<file path="config.mk">
export PLATFORM = sky130hd
export DESIGN_NAME = bcd_stopwatch
export DESIGN_NICKNAME = d
export VERILOG_FILES = /design/src/rtl/bcd_stopwatch.sv
export SDC_FILE = /design/constraint.sdc
export NUM_CORES = 1
export LEC_CHECK = 0
export CAP_MARGIN = 20
export CORE_MARGIN = 2
export CORE_UTILIZATION = 48
export CTS_CLUSTER_SIZE = 12
export DETAILED_ROUTE_END_ITERATION = 16
export PLACE_DENSITY_LB_ADDON = 0.2
export SKIP_CTS_REPAIR_TIMING = 1
export SYNTH_ARGS = -nofsm -noshare
export SYNTH_HDL_FRONTEND = slang
export SYNTH_HIERARCHICAL = 1
export SYNTH_SLANG_ARGS = --single-unit
</file>
<file path="constraint.sdc">
create_clock -name clk -period 3.82 [get_ports clk]
set_input_delay 0.955 -clock clk [delete_from_list [all_inputs] [get_ports clk]]
set_output_delay 0.955 -clock clk [all_outputs]
set_load 0.02 [all_outputs]
</file>
<file path="src/rtl/bcd_stopwatch.sv">
// Packed-BCD stopwatch counting rising edges of a divided clock, with start/stop, clear and sticky overflow.
// Define BCD_STOPWATCH_LAP_EN to build the lap (display freeze) register; otherwise the lap input is ignored.

module bcd_digit (
    input  logic [3:0] d,
    input  logic       cin,
    output logic [3:0] q,
    output logic       cout
);
    always_comb begin
        cout = cin && (d == 4'd9);
        if (!cin)
            q = d;
        else if (d == 4'd9)
            q = 4'd0;
        else
            q = d + 4'd1;
    end
endmodule

module bcd_stopwatch #(
    parameter int DIGITS = 4
) (
    input  logic                clk,
    input  logic                rst,
    input  logic                tick_in,
    input  logic                start_stop,
    input  logic                clear,
    input  logic                lap,
    output logic [4*DIGITS-1:0] bcd,
    output logic                running,
    output logic                overflow
);
    typedef enum logic {STOPPED = 1'b0, RUNNING = 1'b1} state_t;

    state_t                 state;
    logic                   s1, s2, s3;
    logic                   tick_pulse;
    logic                   ss_q, ss_p, clr_q;
    logic [DIGITS-1:0][3:0] cnt, cnt_inc, cnt_nxt;
    logic [DIGITS:0]        carry;

    assign tick_pulse = s2 & ~s3;
    // Tick is qualified with the pre-toggle state, so a stop pulse still counts a coincident tick.
    assign carry[0]   = tick_pulse && (state == RUNNING);
    assign cnt_nxt    = clr_q ? '0 : cnt_inc;

    for (genvar i = 0; i < DIGITS; i++) begin : g_dig
        bcd_digit u_dig (
            .d    (cnt[i]),
            .cin  (carry[i]),
            .q    (cnt_inc[i]),
            .cout (carry[i+1])
        );
    end

    always_ff @(posedge clk) begin
        if (rst) begin
            s1       <= 1'b0;
            s2       <= 1'b0;
            s3       <= 1'b0;
            ss_q     <= 1'b0;
            ss_p     <= 1'b0;
            clr_q    <= 1'b0;
            state    <= STOPPED;
            running  <= 1'b0;
            cnt      <= '0;
            overflow <= 1'b0;
        end else begin
            s1    <= tick_in;
            s2    <= s1;
            s3    <= s2;
            ss_q  <= start_stop;
            ss_p  <= start_stop & ~ss_q;
            clr_q <= clear;
            if (ss_p) begin
                case (state)
                    STOPPED: begin state <= RUNNING; running <= 1'b1; end
                    default: begin state <= STOPPED; running <= 1'b0; end
                endcase
            end
            cnt <= cnt_nxt;
            if (clr_q)
                overflow <= 1'b0;
            else if (carry[DIGITS])
                overflow <= 1'b1;
        end
    end

`ifdef BCD_STOPWATCH_LAP_EN
    logic                   lap_q, lap_p, frz, frz_nxt;
    logic [DIGITS-1:0][3:0] lap_r, lap_nxt, bcd_r;

    always_comb begin
        frz_nxt = frz;
        if (clr_q)
            frz_nxt = 1'b0;
        else if (lap_p && running)
            frz_nxt = ~frz;
        // Freeze entry captures the count as it stands before this edge's update.
        lap_nxt = frz ? lap_r : cnt;
    end

    always_ff @(posedge clk) begin
        if (rst) begin
            lap_q <= 1'b0;
            lap_p <= 1'b0;
            frz   <= 1'b0;
            lap_r <= '0;
            bcd_r <= '0;
        end else begin
            lap_q <= lap;
            lap_p <= lap & ~lap_q;
            frz   <= frz_nxt;
            lap_r <= lap_nxt;
            bcd_r <= frz_nxt ? lap_nxt : cnt_nxt;
        end
    end

    assign bcd = bcd_r;
`else
    logic lap_unused;
    assign lap_unused = lap;
    assign bcd        = cnt;
`endif

endmodule

</file>
==> reports/metrics.csv <==
stage,metric,value,unit
outcome,status,finished clean,
finish,# fillers,189,
synthesis,cell taking the most area after synthesis,dfxtp_1,
drt,# DRC,0,
floorplanning,die span in x,51.1,um
synthesis,top-count cell post-synth,dfxtp_1,
place,Post-DP Area,1310,um2
clock_network,CTS Root Cell,clkbuf_4,
synthesis,"flops & latches, synth",24,
finish,Finished Layout Cells,157,
clock_network,CTS Buffer Depth,2,
finish,Syn-to-layout area delta,26.3,%
drt,first drt pass iteration count,3,
synthesis,Cells after Synth,104,
drt,DR WL/cell,10.8,um
timing,clock skew,0.0114,ns
synthesis,Post-synth top flop,dfxtp_1,
finish,post-route cell area,1350,um2
drt,Detailed Route WL,1700,um
timing,Worst Max-Slew Pin Slew,0.550,ns
worst_setup_path,worst-path cell chain,and3b_1 > nand2_2 > nor3b_1 > nand2_2 > nor3b_1 > nand2_2 > nor3b_1 > nand2_2 > o21ai_0 > nand2_1 > and2_1,
global_route,Tot GR Track Use,15.0,%
worst_hold_path,worst hold path type,reg -> reg,
finish,layout cell share with drive strength beyond 1,20.2,%
synthesis,Synth Cell Area,1070,um2
power,Static Leak,0.589,nW
finish,Layout Nets,136,
global_route,grt total ovfl,0,
power,"IR drop worst, VDD",213,uV
floorplanning,Starting Density,49.6,%
place,number of port buffers,22,
synthesis,Post-Syn Area per Cell,10.3,um2
synthesis,Post-Synthesis Net Count,110,
drt,"antenna viol nets, final",0,
floorplanning,core box area,2150,um2
clock_network,# H-tree levels,1,
timing,min Tclk post-route,3.14,ns
worst_setup_path,critical path type,reg -> reg,
clock_network,CTS tree,yes,
worst_setup_path,slowest CP cell,nor3b_1,
clock_network,clk slew on worst S/H paths,0.14,ns
timing,post-route setup TNS,0,ns
worst_setup_path,WP data arrival,3.37,ns
clock_network,"Clk Latency, worst-skew pair",0.31,ns
place,gp weighted congestion,0.645,
synthesis,register area share after synthesis,45.1,%
timing,setup repair after global routing missed its margin,false,
worst_setup_path,max incr delay on CP,0.50,ns
drt,DR vias,773,
drt,Vias/cell,4.92,
timing,Final Hold Viols,0,
place,Placed Instances,153,
synthesis,Synth area leaders,"dfxtp_1, and2_4, and2_1",
floorplanning,Die Area,2610,um2
synthesis,Unique masters post-synth,22,
worst_setup_path,Critical Path Most Common Cell,nand2_2,
power,pwr dens,302,nW/um2
synthesis,Synth top area share,45.1,%
timing,setup violators final,0,
synthesis,asr flop ratio synth,0,%
timing,Final Max Slew Viols,0,
floorplanning,Die H,51.1,um
global_route,maximum number of pins on one net before global-route repair,18,
worst_setup_path,Critical Path Sink Type,register,
global_route,initial antenna violation count,0,
global_route,first-pass GRT wire length,2970,um
floorplanning,I/O Pins,24,
worst_setup_path,Worst Path Required,4.05,ns
global_route,number of global-route vias before repair,674,
timing,Max Fclk,0.318,GHz
clock_network,TritonCTS Sinks,24,
synthesis,count of flip-flops with a built-in enable after synthesis,0,
synthesis,YS warnings,6,
worst_setup_path,startpoint types,register,
clock_network,TritonCTS buffer count,3,
drt,drt initial violations,9,
floorplanning,Row Count,17,
run,Max Cap Viol,0,
place,placed wire-length estimate,1200,um
timing,fin crit share,82.3,%
synthesis,synth cell count leaders,"dfxtp_1, and2_4, and2_1, nor2b_1, xnor2_1",
timing,slew margin rel.,63.3,%
finish,number of diodes,0,
worst_setup_path,CP max FO,4,
-- power breakdown --
part	switching [mW]	internal, mW
sequential	0.00214	0.254
combinational	0.00748	0.00880
clock	0.0751	0.0582
-- cells in the final DEF, fill, tap and decap left out, drive strengths merged --
cell and n:
dfxtp 24, clkdlybuf4s50 22, and2 16, nor2b 11, nand2 8, o21ai 8, xnor2 5, nand3 4
nor3 4, a21o 4, xor2 4, nor3b 4, and4b 4, clkbuf 4, and2b 3, nor2 2
o21a 1, and3b 1
-- cell type report --
cell class	instances	area, um2	area share, %
multi-input cells	79	574	42.7
flip-flops and latches	24	480	35.7
repair buffers	22	220	16.4
clock buffers	4	36.3	2.70
well taps	28	35.0	2.60
-- cell families after synthesis --
family	after synthesis	share of synthesized area [%]
flops	24	45.1
compound gates	13	7.28
simple gates	57	39.2
xor+xnor	9	7.39
buf+inv	1	1.06
-- registers in the layout, summed over array words and instances (netlist names) --
name and cells:
bcd 16, clr_q 1, overflow 1, s1 1, s2 1, s3 1
ss_p 1, ss_q 1, state 1
-- worst paths after layout --
check / from / slack [ns] / to / depth (start not counted)
min: ss_q$_SDFF_PP0_ / 0.42 / ss_p$_SDFF_PP0_ / 1
min reg2reg: ss_q$_SDFF_PP0_ / 0.42 / ss_p$_SDFF_PP0_ / 1
max: state$_SDFFE_PP0P_ / 0.68 / bcd[15]$_SDFF_PP0_ / 11
max reg2reg: state$_SDFFE_PP0P_ / 0.68 / bcd[15]$_SDFF_PP0_ / 11
-- through the flow --
stage	utilization [%]	power, mW	worst slack (ns)	hold WS, ns
finish	62.7	0.406	0.678	0.417
CTS	62.7	0.412	0.646	0.415
global placement	61.0	0.278	0.746	0.373
detailed placement	61.0	0.279	0.696	0.376
floorplan	-	0.271	0.945	0.367
global route	62.7	0.419	0.233	0.425
-- routing by layer --
layer	vias to the layer above	part of all wire [%]	GRT usage (%)	wire length, um
li1	396	-	-	-
met1	361	50	19.8	856
met2	14	45	23.4	766
met3	2	3.5	2.63	60
met4	0	1.0	8.11	17
met5	-	0	0	0
-- critical path, delay by kind of cell, from the launching register on --
| kind | cells | cell delay (ns) |
|---|---|---|
| flip-flops | 1 | 0.39 |
| AND/OR/NAND/NOR | 10 | 2.46 |
| AO/OA/AOI/OAI | 1 | 0.22 |
Power figures use the tool's default switching activity.
